[src/rtl/router_pkg.sv]
// Shared types and header helpers for the router input path.
// Imported by the packet register stage and its bench.
package router_pkg;

  typedef enum logic [1:0] {
    ST_IDLE,
    ST_LOAD,
    ST_CHECK
  } state_t;

  localparam int CHK_XOR = 0;
  localparam int CHK_SUM = 1;
  localparam int HDR_W   = 16;

  function automatic logic [HDR_W-1:0] hdr_addr(
    input logic [HDR_W-1:0] hdr,
    input int               addr_w
  );
    return hdr & ((HDR_W'(1) << addr_w) - HDR_W'(1));
  endfunction

  function automatic logic [HDR_W-1:0] hdr_len(
    input logic [HDR_W-1:0] hdr,
    input int               addr_w
  );
    return hdr >> addr_w;
  endfunction

endpackage

[src/rtl/router_pkt_reg_if.sv]
// Source-side and FIFO-side signals of the packet register stage.
// The stage itself takes the slave view.
interface router_pkt_reg_if #(
  parameter int DATA_W = 8,
  parameter int ADDR_W = 2
);
  logic              pkt_valid;
  logic [DATA_W-1:0] din;
  logic              fifo_full;
  logic [DATA_W-1:0] dout;
  logic              dout_valid;
  logic [ADDR_W-1:0] addr;
  logic              busy;
  logic              low_pkt_valid;
  logic              parity_done;
  logic              err_parity;
  logic              err_len;
  logic              err_ovf;

  modport master (
    output pkt_valid, din, fifo_full,
    input  dout, dout_valid, addr, busy,
    input  low_pkt_valid, parity_done,
    input  err_parity, err_len, err_ovf
  );

  modport slave (
    input  pkt_valid, din, fifo_full,
    output dout, dout_valid, addr, busy,
    output low_pkt_valid, parity_done,
    output err_parity, err_len, err_ovf
  );
endinterface

[src/rtl/router_skid_fifo.sv]
// In-order skid queue absorbing short downstream stalls.
// Circular pointers; push and pop may coincide even when full.
module router_skid_fifo #(
  parameter  int DATA_W     = 8,
  parameter  int SKID_DEPTH = 2,
  localparam int PTR_W = (SKID_DEPTH > 1) ? $clog2(SKID_DEPTH) : 1,
  localparam int CNT_W = $clog2(SKID_DEPTH + 1)
) (
  input  logic              clk,
  input  logic              resetn,
  input  logic              push,
  input  logic              pop,
  input  logic [DATA_W-1:0] din,
  output logic [DATA_W-1:0] head,
  output logic [CNT_W-1:0]  count,
  output logic              full,
  output logic              empty
);
  logic [DATA_W-1:0] mem [SKID_DEPTH];
  logic [PTR_W-1:0]  wr_ptr;
  logic [PTR_W-1:0]  rd_ptr;
  logic              do_push;
  logic              do_pop;

  function automatic logic [PTR_W-1:0] wrap_inc(
    input logic [PTR_W-1:0] p
  );
    return (p == PTR_W'(SKID_DEPTH - 1)) ? '0 : p + PTR_W'(1);
  endfunction

  assign full    = (count == CNT_W'(SKID_DEPTH));
  assign empty   = (count == '0);
  assign do_pop  = pop & ~empty;
  assign do_push = push & (~full | do_pop);
  assign head    = mem[rd_ptr];

  always_ff @(posedge clk) begin
    if (!resetn) begin
      wr_ptr <= '0;
      rd_ptr <= '0;
      count  <= '0;
    end else begin
      if (do_push) begin
        mem[wr_ptr] <= din;
        wr_ptr      <= wrap_inc(wr_ptr);
      end
      if (do_pop) begin
        rd_ptr <= wrap_inc(rd_ptr);
      end
      count <= count + CNT_W'(do_push) - CNT_W'(do_pop);
    end
  end

endmodule

[src/rtl/router_pkt_reg.sv]
// Packet register stage: forwards bytes through a skid queue and
// checks checksum and length once per packet.
module router_pkt_reg
  import router_pkg::*;
#(
  parameter int DATA_W     = 8,
  parameter int ADDR_W     = 2,
  parameter int SKID_DEPTH = 2,
  parameter int CHK_MODE   = CHK_XOR
) (
  input logic              clk,
  input logic              resetn,
  router_pkt_reg_if.slave  bus
);
  localparam int LEN_W = DATA_W - ADDR_W;
  localparam int CNT_W = $clog2(SKID_DEPTH + 1);

  state_t            state;
  state_t            state_n;
  logic              hdr_acc;
  logic              pay_acc;
  logic              sum_acc;
  logic              do_check;
  logic              acc;
  logic [DATA_W-1:0] chk;
  logic [DATA_W-1:0] chk_in;
  logic [DATA_W-1:0] chk_next;
  logic [DATA_W-1:0] sum_byte;
  logic [LEN_W-1:0]  len;
  logic [LEN_W-1:0]  pcnt;
  logic              q_push;
  logic              q_pop;
  logic              q_full;
  logic              q_empty;
  logic [DATA_W-1:0] q_head;
  logic [CNT_W-1:0]  q_count;
  logic              drop;

  always_ff @(posedge clk) begin
    if (!resetn) state <= ST_IDLE;
    else         state <= state_n;
  end

  always_comb begin
    state_n  = state;
    hdr_acc  = 1'b0;
    pay_acc  = 1'b0;
    sum_acc  = 1'b0;
    do_check = 1'b0;
    unique case (state)
      ST_IDLE: begin
        if (bus.pkt_valid) begin
          hdr_acc = 1'b1;
          state_n = ST_LOAD;
        end
      end
      ST_LOAD: begin
        if (bus.pkt_valid) begin
          pay_acc = 1'b1;
        end else begin
          sum_acc = 1'b1;
          state_n = ST_CHECK;
        end
      end
      ST_CHECK: begin
        do_check = 1'b1;
        state_n  = ST_IDLE;
      end
      default: state_n = ST_IDLE;
    endcase
  end

  assign acc = hdr_acc | pay_acc | sum_acc;

  // Queue is bypassed only when empty and the FIFO can take the byte.
  assign q_pop  = ~bus.fifo_full & ~q_empty;
  assign q_push = acc & (bus.fifo_full ? ~q_full : ~q_empty);
  assign drop   = acc & bus.fifo_full & q_full;

  assign bus.busy = (state == ST_CHECK) |
                    (q_count == CNT_W'(SKID_DEPTH));

  always_comb begin
    chk_in   = hdr_acc ? '0 : chk;
    chk_next = (CHK_MODE == CHK_SUM) ? chk_in + bus.din
                                     : chk_in ^ bus.din;
  end

  router_skid_fifo #(
    .DATA_W     (DATA_W),
    .SKID_DEPTH (SKID_DEPTH)
  ) u_skid (
    .clk    (clk),
    .resetn (resetn),
    .push   (q_push),
    .pop    (q_pop),
    .din    (bus.din),
    .head   (q_head),
    .count  (q_count),
    .full   (q_full),
    .empty  (q_empty)
  );

  always_ff @(posedge clk) begin
    if (!resetn) begin
      bus.dout          <= '0;
      bus.dout_valid    <= 1'b0;
      bus.addr          <= '0;
      bus.low_pkt_valid <= 1'b0;
      bus.parity_done   <= 1'b0;
      bus.err_parity    <= 1'b0;
      bus.err_len       <= 1'b0;
      bus.err_ovf       <= 1'b0;
      chk               <= '0;
      sum_byte          <= '0;
      len               <= '0;
      pcnt              <= '0;
    end else begin
      bus.dout_valid <= ~bus.fifo_full & (acc | ~q_empty);
      if (!bus.fifo_full) begin
        if (!q_empty) bus.dout <= q_head;
        else if (acc) bus.dout <= bus.din;
      end
      if (hdr_acc) begin
        bus.addr <= ADDR_W'(hdr_addr(HDR_W'(bus.din), ADDR_W));
        len      <= LEN_W'(hdr_len(HDR_W'(bus.din), ADDR_W));
        chk      <= chk_next;
        pcnt     <= '0;
        bus.low_pkt_valid <= 1'b0;
        bus.parity_done   <= 1'b0;
        bus.err_parity    <= 1'b0;
        bus.err_len       <= 1'b0;
        bus.err_ovf       <= drop;
      end else begin
        if (pay_acc) begin
          chk <= chk_next;
          if (pcnt != '1) pcnt <= pcnt + LEN_W'(1);
        end
        if (sum_acc) begin
          sum_byte          <= bus.din;
          bus.low_pkt_valid <= 1'b1;
        end
        if (drop) bus.err_ovf <= 1'b1;
        if (do_check) begin
          bus.err_len     <= (pcnt != len);
          bus.err_parity  <= (chk != sum_byte);
          bus.parity_done <= 1'b1;
        end
      end
    end
  end

endmodule
[src/flat_wrapper.sv]
// flat-port wrapper written by rule: the top's interface ports become plain ports
module router_pkt_reg_flat import router_pkg::*;
#(
  parameter int DATA_W     = 8,
  parameter int ADDR_W     = 2,
  parameter int SKID_DEPTH = 2,
  parameter int CHK_MODE   = CHK_XOR
)
  (clk, resetn, bus_pkt_valid, bus_din, bus_fifo_full, bus_dout, bus_dout_valid, bus_addr, bus_busy, bus_low_pkt_valid, bus_parity_done, bus_err_parity, bus_err_len, bus_err_ovf);
  router_pkt_reg_if #(.DATA_W(DATA_W), .ADDR_W(ADDR_W)) bus_i ();
  input logic clk;
  input logic resetn;
  input wire logic [$bits(bus_i.pkt_valid)-1:0] bus_pkt_valid;
  input wire logic [$bits(bus_i.din)-1:0] bus_din;
  input wire logic [$bits(bus_i.fifo_full)-1:0] bus_fifo_full;
  output wire logic [$bits(bus_i.dout)-1:0] bus_dout;
  output wire logic [$bits(bus_i.dout_valid)-1:0] bus_dout_valid;
  output wire logic [$bits(bus_i.addr)-1:0] bus_addr;
  output wire logic [$bits(bus_i.busy)-1:0] bus_busy;
  output wire logic [$bits(bus_i.low_pkt_valid)-1:0] bus_low_pkt_valid;
  output wire logic [$bits(bus_i.parity_done)-1:0] bus_parity_done;
  output wire logic [$bits(bus_i.err_parity)-1:0] bus_err_parity;
  output wire logic [$bits(bus_i.err_len)-1:0] bus_err_len;
  output wire logic [$bits(bus_i.err_ovf)-1:0] bus_err_ovf;
  assign bus_i.pkt_valid = bus_pkt_valid;
  assign bus_i.din = bus_din;
  assign bus_i.fifo_full = bus_fifo_full;
  assign bus_dout = bus_i.dout;
  assign bus_dout_valid = bus_i.dout_valid;
  assign bus_addr = bus_i.addr;
  assign bus_busy = bus_i.busy;
  assign bus_low_pkt_valid = bus_i.low_pkt_valid;
  assign bus_parity_done = bus_i.parity_done;
  assign bus_err_parity = bus_i.err_parity;
  assign bus_err_len = bus_i.err_len;
  assign bus_err_ovf = bus_i.err_ovf;
  router_pkt_reg #(.DATA_W(DATA_W), .ADDR_W(ADDR_W), .SKID_DEPTH(SKID_DEPTH), .CHK_MODE(CHK_MODE)) u_core (.clk(clk), .resetn(resetn), .bus(bus_i));
endmodule
[config.mk]
export PLATFORM = sky130hd
export DESIGN_NAME = router_pkt_reg_flat
export DESIGN_NICKNAME = d
export VERILOG_FILES = /design/src/rtl/router_pkg.sv /design/src/rtl/router_pkt_reg_if.sv /design/src/rtl/router_skid_fifo.sv /design/src/rtl/router_pkt_reg.sv /design/src/flat_wrapper.sv
export SDC_FILE = /design/constraint.sdc
export NUM_CORES = 1
export LEC_CHECK = 0
export CAP_MARGIN = 25
export CORE_ASPECT_RATIO = 0.7
export CORE_UTILIZATION = 55
export CTS_CLUSTER_SIZE = 12
export DETAILED_ROUTE_END_ITERATION = 10
export GPL_TIMING_DRIVEN = 0
export HOLD_SLACK_MARGIN = 0.06
export PLACE_DENSITY = 0.89
export SETUP_SLACK_MARGIN = 0.5
export SYNTH_ARGS = -nofsm -noshare
export SYNTH_HDL_FRONTEND = slang
export SYNTH_SLANG_ARGS = --single-unit
[constraint.sdc]
create_clock -name clk -period 3.7 [get_ports clk]
set_input_delay 0.74 -clock clk [delete_from_list [all_inputs] [get_ports clk]]
set_output_delay 0.74 -clock clk [all_outputs]
set_load 0.005 [all_outputs]
==> impl_metrics.yaml, run 1 <==
placed_design:
  io_buffers: 28
  dp_cells: 394
  gp_congestion: 0.855
  place_hpwl_um: 4420
floorplanning:
  core_um2: 4940
  ios: 29
  placementRows: 21
  die_h_um: 63.1
  dieArea_um2: 5630
  fp.dieW_um: 89.3
  initial_core_util_pct: 59.3
cells_and_area:
  area_growth_syn_to_layout_pct: 19.2
  layout.cells.non_filler: 410
  fin_util_pct: 70.8
  layout.nets: 351
  drive_gt1_share_pct: 7.92
  final_common_cell: "nand2_1"
  final_cell_mix: "nand2_1 (56), dfxtp_1 (51), clkdlybuf4s50_1 (28)"
  num_antenna_cells: 0
min_path:
  hold_path_class: "reg -> reg"
  holdPathEnd: "u_core.bus.dout[7]"
  worstHoldStart: "u_core.bus.dout[7]"
  hold_depth: 2
critical_path:
  reg2reg_depth: 9
  critPathCaptureType: "output port"
  crit_path_max_fanout: 10
  reg2reg_slack_ns: 1.66
  cp-start-kind: "flip-flop"
  crit_arrival_ns: 1.94
  cp.required_ns: 2.96
  crit_type: "reg -> out"
  rr_startpoint: "u_core.state[0]"
  worst_r2r_endpoint: "u_core.u_skid.count[1]"
clock_tree:
  clockBufferDepth: 2
  insertion_delay_ns: 0.34
  post_cts_buffers: 0
  numCtsBuffers: 9
  cts_resized: 0
  hold_buffers: 0
  path_clk_slew_ns: 0.07
  cts_tree: "done"
  clkSinkCount: 67
  cts_htree_levels: 3
  cts_root_buf: "clkbuf_8"
yosys:
  syn-num-nets: 311
  syn-instance-count: 296
  yosysSeqAreaShare_pct: 51.2
  yosys_warnings: 0
  yosysTopAreaCell: "dfxtp_1"
  synth_top_area_share_pct: 34.8
  yosys-top-cells-area: "dfxtp_1 (35%), edfxtp_1 (16%), nand2_1 (7.2%)"
  syn_area_per_cell_um2: 9.90
  synth_area_um2: 2930
  synth_cell_type_count: 38
  synth-seq-cells: 67
timing:
  fin_skew_ns: 0.00860
  fmax_mhz: 373
  setup_viol: 0
  timing.hold.ws_ns: 0.461
  period_needed_ns: 2.68
  report.final.slew_viol_count: 0
  rsz0062_at_grt: "no"
  hold_viol_final: 0
  slew-limit-headroom_pct: 59.0
  worst_slew_pin_slew_ns: 0.615
  finalSetupTns_ns: 0
  fin_crit_sh_pct: 72.5
grt:
  antenna_found_initial: 0
  grt_use_met1_pct: 35.1
  grt_overflow_total: 0
  top_usage_layer: "met2"
  use_met2_pct: 39.1
  met3_usage_pct: 6.82
  grt_pass1_wl_um: 10600
  grt_max_degree: 13
  track_usage_pct: 25.8
  grt_pass1_vias: 2176
routing:
  avgViaCountPerCell: 5.50
  vias: 2257
  wl_per_cell_um: 15.6
  ant_nets: 0
  first_iter_violations: 237
  firstDrtPassIters: 4
  wl_um: 6400
  route.detailed.drc: 0
pwr:
  p_leak_nw: 1.30
  power_density_nw_per_um2: 532
  vdd_drop_max_uv: 425
  p_total_mw: 1.86
run_status:
  status: "finished clean"
flow_run:
  drv_cap: 0
-- metrics by stage --
| stage | worst slack, ns | instance area, um^2 |
|---|---|---|
| floorplan | 1.55 | 2930 |
| global placement | 0.633 | 3300 |
| detailed placement | 0.914 | 3300 |
| CTS | 0.997 | 3500 |
| global route | 0.895 | 3500 |
| finish | 1.02 | 3500 |
-- Yosys cell counts --
master and number:
buf_8 1, a41oi_1 1, nand2_4 1, a21oi_1 6
inv_1 3, nor3b_1 3, dfxtp_1 51, buf_2 4
xor2_1 15, o221a_2 1, buf_6 1, nor3_1 3
nor4_1 2, a211oi_1 1, or2_2 2, and2_1 16
o21ai_0 3, a21oi_2 1, and3_1 1, o211ai_1 9
nor2_1 12, nor2b_1 10, or2b_1 2, a21boi_0 16
nand4_1 3, a31oi_1 1, nand2_1 56, o22ai_1 2
nand2b_1 1, clkbuf_1 9, ha_1 3, edfxtp_1 16
o21bai_1 1, mux2i_1 16, nand3_1 5, or3b_1 1
a21o_1 5, xnor2_1 12
-- cell type report --
type / count / area (um^2)
Tap cell: 69 / 86.3
Sequential cell: 67 / 1500
Multi-Input combinational cell: 211 / 1340
Inverter: 3 / 11.3
Clock buffer: 10 / 128
Buffer: 15 / 80.1
Clock inverter: 6 / 65.1
Timing Repair Buffer: 29 / 285
Fill cell: 392 / 1440
-- worst max path at each step --
stage	end	depth (start not counted)	slack [ns]	startpoint
final	bus_busy	4	1.02	u_core.state[0]
after CTS	bus_busy	4	1.0	u_core.state[0]
after global placement	u_core.u_skid.mem[0][1]	4	0.63	bus_pkt_valid
after global routing	bus_busy	3	0.89	u_core.state[1]
after floorplan	u_core.u_skid.mem[0][0]	3	1.55	bus_fifo_full
after detailed placement	u_core.u_skid.count[1]	9	0.91	bus_pkt_valid
-- sequential cells by signal, indices dropped and copies added (netlist names), named ones only --
name                      flops
u_core.u_skid.rd_ptr          1
u_core.pcnt                   6
u_core.u_skid.count           2
u_core.bus.low_pkt_valid      1
u_core.bus.err_len            1
u_core.bus.dout               8
u_core.bus.parity_done        1
u_core.u_skid.mem            16
u_core.bus.err_ovf            1
u_core.bus.err_parity         1
u_core.bus.dout_valid         1
u_core.bus.addr               2
u_core.len                    6
u_core.u_skid.wr_ptr          1
u_core.chk                    8
u_core.sum_byte               8
u_core.state                  2
-- power by group --
part / internal, mW / switching, mW / total [mW] / leakage, nW
logic: 0.189 / 0.209 / 0.398 / 0.636
clock network: 0.312 / 0.277 / 0.589 / 0.0966
registers: 0.829 / 0.0430 / 0.872 / 0.563
total: 1.33 / 0.528 / 1.86 / 1.30
-- kinds of logic (layout without fill, tap and decap cells) --
family,count (synthesis),count (layout),share of synthesized area [%]
simple gates,118,118,19.5
flops,67,67,51.2
compound gates,47,47,11.4
xor+xnor,27,27,8.07
buf+inv,18,63,3.12
mux,16,16,5.46
fa+ha+maj,3,3,1.28
-- per-layer routing --
| layer | up-vias | part of all wire [%] |
|---|---|---|
| met2 | 81 | 46 |
| met1 | 1076 | 45 |
| met3 | 15 | 6.5 |
| met5 | - | 0 |
| met4 | 0 | 2.0 |
| li1 | 1085 | - |
-- worst max-delay path: stages, from the launching register on --
cell	delay [ns]
dfxtp_1	0.32
buf_2	0.18
nor2b_1	0.45
a21o_1	0.15
clkdlybuf4s50_1	0.50
(Power assumes the default switching activity.)
==> inputs of run 2 (changes only) <==
--- a/config.mk
+++ b/config.mk
@@ -7,12 +7,12 @@
 export LEC_CHECK = 0
 export CAP_MARGIN = 25
 export CORE_ASPECT_RATIO = 0.7
-export CORE_UTILIZATION = 55
+export CORE_UTILIZATION = 51
 export CTS_CLUSTER_SIZE = 12
 export DETAILED_ROUTE_END_ITERATION = 10
 export GPL_TIMING_DRIVEN = 0
 export HOLD_SLACK_MARGIN = 0.06
-export PLACE_DENSITY = 0.89
+export PLACE_DENSITY = 0.87
 export SETUP_SLACK_MARGIN = 0.5
 export SYNTH_ARGS = -nofsm -noshare
 export SYNTH_HDL_FRONTEND = slang
==> constraint.sdc (replaced) <==
create_clock -name clk -period 2.2 [get_ports clk]
set_input_delay 0.44 -clock clk [delete_from_list [all_inputs] [get_ports clk]]
set_output_delay 0.44 -clock clk [all_outputs]
set_load 0.005 [all_outputs]
==> run 2 against run 1 <==
Against the previous run:
- register-to-register slack worse by 1.2 ns
- largest cell class unchanged
- highest routed layer unchanged
- count of clock-buffer cells in the layout unchanged
- global-route usage shrank 2.2 points
- setup slack lost 0.53 ns
- cell count rose by 2.7%
- critical path depth fell by 1
- critical path type unchanged
- first-iteration DRC count is 39% lower
- die area up 7.6%
==> impl_metrics.yaml, run 2 (synthesized netlist as in run 1, its figures left out) <==
routing:
  vias: 2236
  first_iter_violations: 145
  ant_nets: 0
  wl_per_cell_um: 15.3
  avgViaCountPerCell: 5.31
  wl_um: 6450
  firstDrtPassIters: 4
  route.detailed.drc: 0
cells_and_area:
  final_common_cell: "nand2_1"
  final_cell_mix: "nand2_1 (56), dfxtp_1 (45), clkdlybuf4s50_1 (25)"
  fillers: 438
  num_antenna_cells: 0
  layout.nets: 359
  largest_reg_flops: 16
  fin_util_pct: 67.5
  area_growth_syn_to_layout_pct: 24.2
  drive_gt1_share_pct: 14.6
  multi_input_area_um2: 1390
  regMostFlops: "u_core.u_skid.mem"
  seqCellArea_um2: 1510
min_path:
  holdPathEnd: "u_core.bus.dout[3]"
  hold_depth: 2
  worstHoldStart: "u_core.bus.dout[3]"
  hold_path_class: "reg -> reg"
flow_run:
  drv_cap: 0
grt:
  grt_pass1_wl_um: 10500
  antenna_found_initial: 0
  grt_max_degree: 12
  track_usage_pct: 23.6
  grt_overflow_total: 0
  grt_pass1_vias: 2169
pwr:
  p_total_mw: 3.28
  vdd_drop_max_uv: 629
  power_density_nw_per_um2: 900
  p_leak_nw: 1.37
timing:
  fin_skew_ns: 0.00440
  report.final.slew_viol_count: 0
  rsz0062_at_grt: "yes"
  fmax_mhz: 583
  worst_slew_pin_slew_ns: 0.640
  fin_crit_sh_pct: 78.0
  finalSetupTns_ns: 0
  period_needed_ns: 1.72
  hold_viol_final: 0
  slew-limit-headroom_pct: 57.3
  setup_viol: 0
critical_path:
  crit_path_max_fanout: 4
  reg2reg_slack_ns: 0.49
  reg2reg_depth: 9
  crit_type: "reg -> out"
  rr_startpoint: "u_core.state[0]"
  critical_path.slowest_cell: "dfxtp_1"
  cp-start-kind: "flip-flop"
  cp_cell_sequence: "inv_1 > a21o_1 > dlygate4sd2_1"
  crit_arrival_ns: 1.28
  cp.required_ns: 1.76
  critPathCaptureType: "output port"
  worst_r2r_endpoint: "u_core.u_skid.count[1]"
  cp_slowest_stage_delay_ns: 0.40
floorplanning:
  fp.dieW_um: 92.6
  initial_core_util_pct: 54.3
  placementRows: 22
  ios: 29
  core_um2: 5400
  die_h_um: 65.4
  dieArea_um2: 6060
clock_tree:
  cts_tree: "done"
  hold_buffers: 0
  clockBufferDepth: 2
  cts_htree_levels: 3
  cts_root_buf: "clkbuf_8"
  insertion_delay_ns: 0.35
  path_clk_slew_ns: 0.07
  clkSinkCount: 67
  numCtsBuffers: 9
placed_design:
  gp_congestion: 0.804
  io_buffers: 28
  place_hpwl_um: 4390
run_status:
  status: "finished clean"
==> run 2: cell count changes in the layout (fill, tap and decap cells not counted), moves of 2 or more <==
cell,before,now
nor2_2,0,2
clkdlybuf4s50_1,28,25
clkinv_2,2,4
nor2b_1,10,8
dlygate4sd2_1,0,2
dfxtp_2,0,5
buf_4,0,9
nor2_1,12,10
dfxtp_1,51,45
==> run 2: area by class of cell <==
class	instances	share of cell area, %
plain buffers	15	2.41
flip-flops and latches	67	41.5
clock buffers	10	3.51
repair buffers	37	9.48
well taps	72	2.47
clock inverters	6	2.20
inverters	3	0.309
multi-input cells	211	38.1
==> run 2: power by group <==
part / total [mW] / internal (mW) / switching, mW
clock network: 1.09 / 0.630 / 0.464
logic: 0.708 / 0.350 / 0.358
registers: 1.47 / 1.40 / 0.0776
total: 3.28 / 2.38 / 0.899
==> run 2: what timing repair did <==
| item | 4_1_cts | 5_1_grt |
|---|---|---|
| endpoints found under the setup margin | 36 | 19 |
| buffers inserted | 9 | 0 |
| pin swaps | 2 | 0 |
| gates resized for setup | 14 | 7 |
==> run 2: through the flow <==
step	std cells	instance area, um^2	hold slack, ns	setup slack [ns]
floorplan	296	2950	0.455	0.485
global placement	396	3320	0.449	-0.204
detailed placement	396	3320	0.461	-0.255
CTS	421	3630	0.471	0.493
global route	421	3640	0.496	0.430
finish	421	3640	0.465	0.484
==> run 2: metal layers <==
layer,share of wire (%),global-route usage [%]
met1,47,31.3
met2,45,35.7
met3,6.8,8.91
met4,1.0,7.50
met5,0,0
==> run 2: critical path, delay by kind of cell, from the launching register on <==
kind	cells	cell delay [ns]
buffers and inverters	2	0.35
flip-flops	1	0.40
AO/OA/AOI/OAI	1	0.19
==> run 2: how the worst max path moves through the flow <==
| stage | startpoint | endpoint | slack (ns) |
|---|---|---|---|
| floorplan | bus_fifo_full | u_core.u_skid.count[1] | 0.48 |
| global placement | resetn | u_core.u_skid.mem[0][6] | -0.20 |
| detailed placement | resetn | u_core.u_skid.mem[0][0] | -0.25 |
| CTS | u_core.state[0] | bus_busy | 0.49 |
| global route | u_core.u_skid.count[0] | bus_busy | 0.43 |
| finish | u_core.u_skid.count[0] | bus_busy | 0.48 |
